[config.mk]
export PLATFORM = sky130hd
export DESIGN_NAME = lc3_pipe_ctrl
export DESIGN_NICKNAME = d
export VERILOG_FILES = /design/src/rtl/lc3_ctrl_pkg.sv /design/src/rtl/lc3_mem_fsm.sv /design/src/rtl/lc3_pipe_ctrl.sv
export SDC_FILE = /design/constraint.sdc
export NUM_CORES = 1
export LEC_CHECK = 0
export CORE_MARGIN = 1.5
export CORE_UTILIZATION = 32
export DETAILED_ROUTE_END_ITERATION = 10
export PLACE_DENSITY = 0.78
export SYNTH_ARGS = -nofsm -noshare
export SYNTH_HDL_FRONTEND = slang
export SYNTH_HIERARCHICAL = 1
export SYNTH_SLANG_ARGS = --single-unit
[constraint.sdc]
create_clock -name clock -period 2.05 [get_ports clock]
set_clock_uncertainty 0.1 [all_clocks]
set_input_delay 0.5125 -clock clock [delete_from_list [all_inputs] [get_ports clock]]
set_output_delay 0.5125 -clock clock [all_outputs]
set_load 0.005 [all_outputs]
[src/rtl/lc3_ctrl_pkg.sv]
// Shared opcode constants, memory-state encoding and opcode classifiers
// for the LC3 pipeline controller.
package lc3_ctrl_pkg;

  localparam logic [3:0] OP_BR  = 4'b0000;
  localparam logic [3:0] OP_ADD = 4'b0001;
  localparam logic [3:0] OP_LD  = 4'b0010;
  localparam logic [3:0] OP_ST  = 4'b0011;
  localparam logic [3:0] OP_AND = 4'b0101;
  localparam logic [3:0] OP_LDR = 4'b0110;
  localparam logic [3:0] OP_STR = 4'b0111;
  localparam logic [3:0] OP_NOT = 4'b1001;
  localparam logic [3:0] OP_LDI = 4'b1010;
  localparam logic [3:0] OP_STI = 4'b1011;
  localparam logic [3:0] OP_JMP = 4'b1100;

  typedef enum logic [1:0] {
    MS_READ     = 2'b00,
    MS_WRITE    = 2'b01,
    MS_INDIRECT = 2'b10,
    MS_IDLE     = 2'b11
  } mem_state_t;

  function automatic logic is_mem_op(input logic [3:0] opcode);
    case (opcode)
      OP_LD, OP_LDR, OP_LDI, OP_ST, OP_STR, OP_STI: return 1'b1;
      default:                                      return 1'b0;
    endcase
  endfunction

  function automatic logic is_alu_op(input logic [3:0] opcode);
    return (opcode == OP_ADD) || (opcode == OP_AND) || (opcode == OP_NOT);
  endfunction

endpackage

[src/rtl/lc3_mem_fsm.sv]
// Data-memory sequencer: one access cycle for direct loads/stores, an extra
// INDIRECT pointer-fetch cycle in front for LDI/STI.
module lc3_mem_fsm
  import lc3_ctrl_pkg::*;
(
  input  logic       clock,
  input  logic       reset,
  input  logic       start,
  input  logic [3:0] opcode,
  output mem_state_t mem_state,
  output logic       stall,
  output logic       wb_en
);

  // Remembers whether the pending indirect access ends in a write or a read.
  logic ind_store;

  // NOTE: every register here is assigned with <= so all state updates on the
  // same edge see the pre-edge values; blocking writes would create ordering bugs.
  always_ff @(posedge clock) begin
    if (reset) begin
      mem_state <= MS_IDLE;
      stall     <= 1'b0;
      wb_en     <= 1'b0;
      ind_store <= 1'b0;
    end else begin
      case (mem_state)
        MS_IDLE: begin
          if (start && is_mem_op(opcode)) begin
            stall     <= 1'b1;
            ind_store <= (opcode == OP_STI);
            case (opcode)
              OP_LD, OP_LDR: begin
                mem_state <= MS_READ;
                wb_en     <= 1'b1;
              end
              OP_ST, OP_STR: begin
                mem_state <= MS_WRITE;
                wb_en     <= 1'b0;
              end
              default: begin
                mem_state <= MS_INDIRECT;
                wb_en     <= 1'b0;
              end
            endcase
          end
        end
        MS_INDIRECT: begin
          mem_state <= ind_store ? MS_WRITE : MS_READ;
          wb_en     <= !ind_store;
        end
        default: begin
          mem_state <= MS_IDLE;
          stall     <= 1'b0;
          wb_en     <= 1'b0;
        end
      endcase
    end
  end

endmodule

[src/rtl/lc3_pipe_ctrl.sv]
// LC3 pipeline controller: stage-enable shift chain, BR/JMP bubble counter,
// memory-stall sequencing and ALU forwarding selects.
module lc3_pipe_ctrl
  import lc3_ctrl_pkg::*;
(
  input  logic        clock,
  input  logic        reset,
  input  logic [15:0] IMem_dout,
  input  logic [15:0] IR,
  input  logic [15:0] IR_Exec,
  input  logic [2:0]  NZP,
  input  logic [2:0]  psr,
  output logic        enable_updatePC,
  output logic        enable_fetch,
  output logic        enable_decode,
  output logic        enable_execute,
  output logic        enable_writeback,
  output logic        br_taken,
  output logic [1:0]  mem_state,
  output logic        bypass_alu_1,
  output logic        bypass_alu_2
);

  logic [3:0] op_d;
  logic [3:0] op_e;
  logic [2:0] dr_e;
  assign op_d = IR[15:12];
  assign op_e = IR_Exec[15:12];
  assign dr_e = IR_Exec[11:9];

  // The instruction-memory word and execute-out codes are not needed to
  // sequence the pipeline; branch resolution uses the writeback PSR.
  logic unused_inputs;
  assign unused_inputs = ^{IMem_dout, NZP, IR[4:3], IR_Exec[8:0]};

  mem_state_t ms;
  logic       stall;
  logic       mem_wb_en;
  logic       mem_start;
  logic       hold;

  logic       pc_q, fetch_q, dec_q, exe_q, wb_q;
  logic [1:0] br_cnt;
  logic       br_is_jmp;
  logic       br_detect;
  logic       br_cond;

  lc3_mem_fsm u_mem_fsm (
    .clock     (clock),
    .reset     (reset),
    .start     (mem_start),
    .opcode    (op_e),
    .mem_state (ms),
    .stall     (stall),
    .wb_en     (mem_wb_en)
  );

  // The chain registers keep their pre-stall values; the stall only masks them.
  assign enable_updatePC  = pc_q    & ~stall;
  assign enable_fetch     = fetch_q & ~stall;
  assign enable_decode    = dec_q   & ~stall;
  assign enable_execute   = exe_q   & ~stall;
  assign enable_writeback = stall ? mem_wb_en : wb_q;
  assign mem_state        = ms;

  assign mem_start = enable_execute && is_mem_op(op_e);
  assign hold      = stall || mem_start;
  assign br_detect = enable_decode && (op_d == OP_BR || op_d == OP_JMP) && (br_cnt == 2'd0);
  assign br_cond   = br_is_jmp || (|(dr_e & psr));

  always_ff @(posedge clock) begin
    if (reset) begin
      pc_q      <= 1'b0;
      fetch_q   <= 1'b0;
      dec_q     <= 1'b0;
      exe_q     <= 1'b0;
      wb_q      <= 1'b0;
      br_cnt    <= 2'd0;
      br_is_jmp <= 1'b0;
      br_taken  <= 1'b0;
    end else if (!hold) begin
      exe_q    <= dec_q;
      wb_q     <= exe_q;
      br_taken <= 1'b0;
      if (br_detect) begin
        pc_q      <= 1'b0;
        fetch_q   <= 1'b0;
        dec_q     <= 1'b0;
        br_cnt    <= 2'd2;
        br_is_jmp <= (op_d == OP_JMP);
      end else if (br_cnt == 2'd2) begin
        pc_q    <= 1'b0;
        fetch_q <= 1'b0;
        dec_q   <= 1'b0;
        br_cnt  <= 2'd1;
      end else if (br_cnt == 2'd1) begin
        // The branch sits in execute-out now, so its nzp field is visible.
        pc_q     <= 1'b1;
        fetch_q  <= 1'b1;
        dec_q    <= fetch_q;
        br_cnt   <= 2'd0;
        br_taken <= br_cond;
      end else begin
        pc_q    <= 1'b1;
        fetch_q <= 1'b1;
        dec_q   <= fetch_q;
      end
    end else begin
      br_taken <= 1'b0;
    end
  end

  logic alu_in_exe;
  assign alu_in_exe = enable_execute && is_alu_op(op_e);

  assign bypass_alu_1 = alu_in_exe && (IR[8:6] == dr_e) &&
                        (is_alu_op(op_d) || op_d == OP_LDR || op_d == OP_STR || op_d == OP_JMP);

  assign bypass_alu_2 = alu_in_exe &&
                        ((((op_d == OP_ADD) || (op_d == OP_AND)) && !IR[5] && (IR[2:0] == dr_e)) ||
                         (((op_d == OP_ST) || (op_d == OP_STR) || (op_d == OP_STI)) && (IR[11:9] == dr_e)));

endmodule

==> results of run 1 <==
## power by group
part	switching, mW	internal [mW]	leakage [nW]
Combinational	0.0745	0.111	0.524
Clock	0.0769	0.0752	0.0150
Sequential	0.00726	0.260	0.107
Total	0.159	0.446	0.646
## registers in the layout, indices dropped and copies added, names as in the netlist
signal and cells:
br_cnt 2, u_mem_fsm/mem_state 2, br_is_jmp 1, br_taken 1
dec_q 1, exe_q 1, fetch_q 1, u_mem_fsm/ind_store 1
u_mem_fsm/stall 1, u_mem_fsm/wb_en 1, wb_q 1
## cell families after synthesis
kind of cell | count (synthesis)
and+or+nand+nor | 47
buffers and inverters | 5
AOI/OAI and AO/OA | 20
muxes | 3
xor gates and xnor gates | 11
DFF | 13
## per-stage QoR
step	hold slack [ns]	power (mW)	setup TNS, ns	worst slack [ns]
detailed placement	0.3765	0.4541	-2.351	-0.8883
global route	0.4100	0.6444	-0.1632	-0.1608
global placement	0.3545	0.4490	-2.054	-0.8250
finish	0.3846	0.6048	-0.1194	-0.1194
CTS	0.3851	0.6056	-0.1092	-0.1092
floorplan	0.3334	0.3370	0	0.09256
## per-layer routing
metal	GRT usage	up-vias	wire length, um
met1	0.2161	429	923
met3	0.03611	6	145
met5	0	-	0
li1	-	477	-
met2	0.3110	38	1159
met4	0.1000	0	44
## what timing repair did
| action | 4_1_cts | 5_1_grt |
|---|---|---|
| endpoints found under the setup margin | 5 | 6 |
| pin swaps | 15 | 9 |
| gates resized for setup | 66 | 13 |
| buffers inserted | 2 | 1 |
## area by class of cell
class	instances	share of cell area
clock buffer	4	0.01840
inverter	3	0.007888
multi-input combinational	81	0.4251
sequential	13	0.1858
tap	30	0.02629
timing repair buffer	57	0.3365
## worst paths after layout
check / startpoint / endpoint / slack [ns] / depth (start not counted)
worst max-delay path: IR[10] / bypass_alu_2 / -0.12 / 5
worst min register to register: br_is_jmp / br_is_jmp / 0.38 / 2
worst max register to register: exe_q / u_mem_fsm/wb_en / 0.53 / 7
worst min-delay path: br_is_jmp / br_is_jmp / 0.38 / 2
## placed cells by master, fill, tap and decap left out, types with 2 or more instances in the layout
| cell | count |
|---|---|
| a211oi_1 | 2 |
| a21oi_1 | 4 |
| a31oi_1 | 2 |
| buf_2 | 7 |
| buf_4 | 20 |
| buf_6 | 4 |
| clkbuf_2 | 2 |
| clkbuf_4 | 3 |
| clkdlybuf4s15_1 | 2 |
| clkdlybuf4s50_1 | 11 |
| dfxtp_1 | 11 |
| dlygate4sd2_1 | 7 |
| dlymetal6s2s_1 | 3 |
| inv_1 | 2 |
| mux2i_1 | 2 |
| nand2_1 | 9 |
| nand2b_1 | 5 |
| nand3_1 | 2 |
| nand4_1 | 2 |
| nor2_1 | 6 |
| nor2b_1 | 3 |
| nor3_2 | 2 |
| o21ai_0 | 3 |
| o2bb2ai_1 | 2 |
| or4_1 | 2 |
| xnor2_1 | 6 |
| xor2_1 | 4 |
## critical path, stage by stage
cell and delay [ns]:
buf_6 0.09, xor2_1 0.15, or4_4 0.53, a21oi_2 0.15, buf_2 0.12
==> key figures, run 1 <==
Final layout
  • Area occupied by multi-input gates: 606.8 um^2
  • Reg area: between 200 and 300 um^2
  • Layout cell share with drive strength beyond 1: 0.3544
  • Fin util: 0.5763
  • Final Cell Area: 1428 um^2
  • Synth-to-layout area growth: 71.58%
  • Number of nets in the layout: 215
  • Ant diodes: 0
  • Fin cells: 188
  • Layout fillers: 241

Floorplan
  • Die Area: 2915 um^2
  • Ports: 66
  • FP Rows: 18
  • Die W: approximately 54 um
  • Core area: ~2500 um^2
  • Die extent in y: 53.99 um
  • Starting Density: 0.3359

Synthesis
  • Fraction of the mapped netlist area in simple logic gates: 0.3429
  • Mapped Area: 832.0 um^2
  • Seq/Total Area, Yosys: 0.3128
  • Ranking of synthesized cells by area: dfxtp_1 (31%), xnor2_1 (7.4%), nand2_1 (4.5%), nand2b_1 (4.5%), xor2_1 (4.2%)
  • Post-Synth XOR/XNOR Area: 0.1158
  • Synth area leader: dfxtp_1
  • Syn Area/Cell: roughly 8.4 um^2
  • Ys Warns: 6
  • Synth top cells by count: dfxtp_1 (13), nand2_1 (10), nor2_1 (7), xnor2_1 (7), nand2b_1 (6)
  • Async S/R FF share, synth: 0
  • Post-synth EDFFs: 0
  • Synth Area in Compound Gates: 0.1594
  • Most common flop cell mapped by yosys: dfxtp_1
  • Post-synthesis cell type count: 36
  • Most frequent cell after synthesis: dfxtp_1
  • Cells after synthesis: around 100
  • Seq cells post-synth: 13
  • Synth Area in Adders: 0
  • Largest family of logic cells by synthesized area: simple AND/OR/NAND/NOR gates
  • Post-synthesis mux area share: 0.03759
  • Synth top area share: 0.3128
  • Syn nets: around 160

Worst hold path
  • Worst hold path type: reg2reg

STA
  • Max Slew Vio Count: 0
  • Period utilisation layout: 1.058
  • Slew headroom: 0.8059
  • Fin. Hold Viols: 0
  • Unrepaired setup endpoints after global routing: yes
  • Least-Margin Pin Slew: 0.2894 ns
  • Max Fclk: 0.4610 GHz
  • Fin worst setup slack: -0.1194 ns
  • Final min period: 2.169 ns
  • Final Setup Violations: 1

Routing
  • Via count: 950
  • DR vias/cell: 5.053
  • Total iterations of the first detailed-routing run: 4
  • Initial DRC count: 17
  • Routed Antenna Nets: 0
  • DRC viols: 0
  • Routed WL: 2273 um
  • Routed wire per std cell: approximately 12 um

CTS
  • CTS clk-pin slew, worst paths: roughly 0.070 ns
  • Clk Latency, worst-skew pair: 0.27 ns
  • CTS Root Cell: clkbuf_4
  • Max clock buf depth: 2
  • Hold bufs inserted after CTS: 0
  • CTS sink count: 13
  • Clock H-tree levels: 1
  • CTS tree: yes
  • CTS Buf Count: 3

Global route
  • Gr usage total: 0.1836
  • First-pass GRT wire length: ~3900 um
  • Largest net degree at the start of global routing: 10
  • Initial antenna violation count: 0
  • Grt ovf: 0
  • Vias in the first global route: 931

Outcome
  • Status: finished, violations left
  • Failing checks: setup timing

Pwr
  • VDD IR max: 0.2873 mV
  • Pwr Density: 423.6 nW/um^2
  • P_leak: 0.6462 nW

Placement
  • Dpl hpwl: 1795 um
  • Area after DPL: 1348 um^2
  • Final Wtd Congestion: around 0.73
  • Port bufs: 35
  • Placed instance count: 181

Setup path
  • CP startpoint kind: primary input
  • Crit path DAT: 1.56 ns
  • Worst Setup End Kind: output pin
  • Crit path kind: in2out
  • Crit Path Max Fanout: 1
  • Worst Path Required: 1.44 ns

Flow run
  • Number of max-cap violations: 0
No activity file was read; power rests on OpenSTA's default activity.
==> run 2: changes to the inputs <==
- ABC_CLOCK_PERIOD_IN_PS: default -> 2050
- CORE_UTILIZATION: 32 -> 34
- CTS_BUF_LIST: default -> sky130_fd_sc_hd__clkbuf_2 sky130_fd_sc_hd__clkbuf_4 sky130_fd_sc_hd__clkbuf_8
- PLACE_DENSITY: 0.78 -> 0.79
==> run 2 against run 1 <==
- the run still ends with setup timing left
- fmax rose by 1.4%
- sequential share of layout area rose by 0.32 points
- combinational power shrank 4%
- total power rose by 1.4%
- die area shrank 5.6%
- routed wire length shrank 2.5%
- non-clock buffer count fell by 4
- via count decreased by 3.1%
- critical path type unchanged
- critical endpoint unchanged
==> key figures, run 2 (synthesis results as in run 1) <==
Routing
  • Via count: 921
  • Initial DRC count: 11
  • Routed wire per std cell: 12.18 um
  • Routed WL: 2217 um
  • DR vias/cell: 5.060
  • DRC viols: 0
  • Routed Antenna Nets: 0
  • Total iterations of the first detailed-routing run: 4

Pwr
  • P_leak: between 0.6 and 0.7 nW
  • VDD IR max: 0.2216 mV
  • Total power: 613.3 uW
  • Pwr Density: 441.2 nW/um^2

Final layout
  • Area occupied by multi-input gates: 590.6 um^2
  • Largest regs: br_cnt x2, u_mem_fsm/mem_state x2
  • Ant diodes: 0
  • Number of nets in the layout: 211
  • Fin util: 0.6165
  • Most common cell after layout, fill and taps aside: buf_4
  • Most frequent cells in the layout: buf_4 (16), dfxtp_1 (11), clkdlybuf4s50_1 (11)
  • Reg area: 262.8 um^2
  • Layout fillers: 210
  • Layout cell share with drive strength beyond 1: 0.3117
  • Synth-to-layout area growth: 67.07%

Setup path
  • CP Cell Sequence: buf_6, xor2_1, or4_1, a21oi_1, buf_2
  • Crit path from: IR[10]
  • Worst Setup End Kind: output pin
  • CP max stage cell: or4_1
  • Worst Path Required: 1.44 ns
  • Cells on worst reg2reg path: 7
  • Crit Path Max Fanout: 1
  • Crit path DAT: 1.53 ns
  • Reg-to-reg slack, setup: 0.52 ns
  • Crit path kind: in2out
  • CP startpoint kind: primary input
  • Worst flop-to-flop path startpoint: exe_q
  • Crit path to: bypass_alu_2
  • R2r endpoint: u_mem_fsm/wb_en
  • Worst path max stage delay: 0.49 ns

Global route
  • Grt ovf: 0
  • Largest net degree at the start of global routing: 10
  • First-pass GRT wire length: 3808 um
  • Gr usage total: 0.1866
  • Initial antenna violation count: 0
  • Vias in the first global route: 898

Floorplan
  • FP Rows: 17
  • Die W: 52.47 um
  • Die extent in y: 52.47 um
  • Core area: 2255 um^2
  • Starting Density: 0.3690
  • Die Area: about 2800 um^2
  • Ports: 66

STA
  • Unrepaired setup endpoints after global routing: yes
  • Fin worst setup slack: -0.08860 ns
  • Hold Slack: between 0.3 and 0.4 ns
  • Fin. Hold Viols: 0
  • Max Fclk: 0.4676 GHz
  • Max Slew Vio Count: 0
  • Final Setup Violations: 1
  • Slew headroom: 0.8235
  • Final min period: ~2.1 ns
  • Least-Margin Pin Slew: roughly 0.26 ns
  • Period utilisation layout: 1.043
  • Setup tns final: -0.08860 ns

Worst hold path
  • Worst hold path type: reg2reg
  • Hold Path Origin: fetch_q

Placement
  • Dpl hpwl: 1737 um
  • Port bufs: 35
  • Final Wtd Congestion: 0.8383

Outcome
  • Status: finished, violations left
  • Failing checks: setup timing

CTS
  • CTS Buf Count: 3
  • Clock H-tree levels: 1
  • Hold bufs inserted after CTS: 0
  • CTS tree: yes
  • CTS Root Cell: clkbuf_4
  • Clk Latency, worst-skew pair: 0.27 ns
  • CTS sink count: 13
  • CTS clk-pin slew, worst paths: roughly 0.080 ns
  • Max clock buf depth: 2

Flow run
  • Number of max-cap violations: 0
## run 2: layout make-up
type                            instances  share of cell area
Tap cell                               28             0.02520
Inverter                                3            0.008101
Multi-Input combinational cell         81              0.4248
Clock buffer                            4             0.02160
Sequential cell                        13              0.1890
Timing Repair Buffer                   53              0.3312
## run 2: where the power goes
| group | internal, mW | total (mW) | switching (mW) | leakage (nW) |
|---|---|---|---|---|
| Combinational | 0.107 | 0.178 | 0.0716 | 0.530 |
| Sequential | 0.261 | 0.267 | 0.00629 | 0.107 |
| Clock | 0.0884 | 0.168 | 0.0795 | 0.0184 |
## run 2: metrics by stage
stage / setup slack (ns) / cell area [um^2] / instances
floorplan: 0.09256 / 832.0 / 99
global placement: -0.8334 / 1338 / 178
detailed placement: -0.8623 / 1338 / 178
CTS: -0.1017 / 1393 / 182
global route: -0.1266 / 1390 / 182
finish: -0.08860 / 1390 / 182
## run 2: how the worst min path moves through the flow
stage | end | slack, ns | cells after the start
after global routing | fetch_q | 0.39 | 1
after CTS | fetch_q | 0.38 | 1
after global placement | dec_q | 0.35 | 1
after detailed placement | dec_q | 0.37 | 1
final | fetch_q | 0.38 | 1
after floorplan | dec_q | 0.33 | 1
## run 2: critical path: cells and delay by family
kind                      cells  cell delay [ns]
AOI/OAI and AO/OA             1             0.15
and+or+nand+nor               1             0.49
buffers and inverters         2             0.21
xor gates and xnor gates      1             0.16
## run 2: what timing repair did
action / CTS / global route
pin swaps: 15 / 3
resized for setup: 61 / 9
gates cloned: 0 / 0
buffers inserted: 1 / 0
endpoints found under the setup margin: 5 / 6
## run 2: per-layer routing
| layer | track usage | vias up | wire length (um) |
|---|---|---|---|
| li1 | - | 470 | - |
| met1 | 0.2114 | 419 | 965 |
| met2 | 0.3229 | 30 | 1108 |
| met3 | 0.02857 | 2 | 110 |
| met4 | 0.1154 | 0 | 33 |
| met5 | 0 | - | 0 |
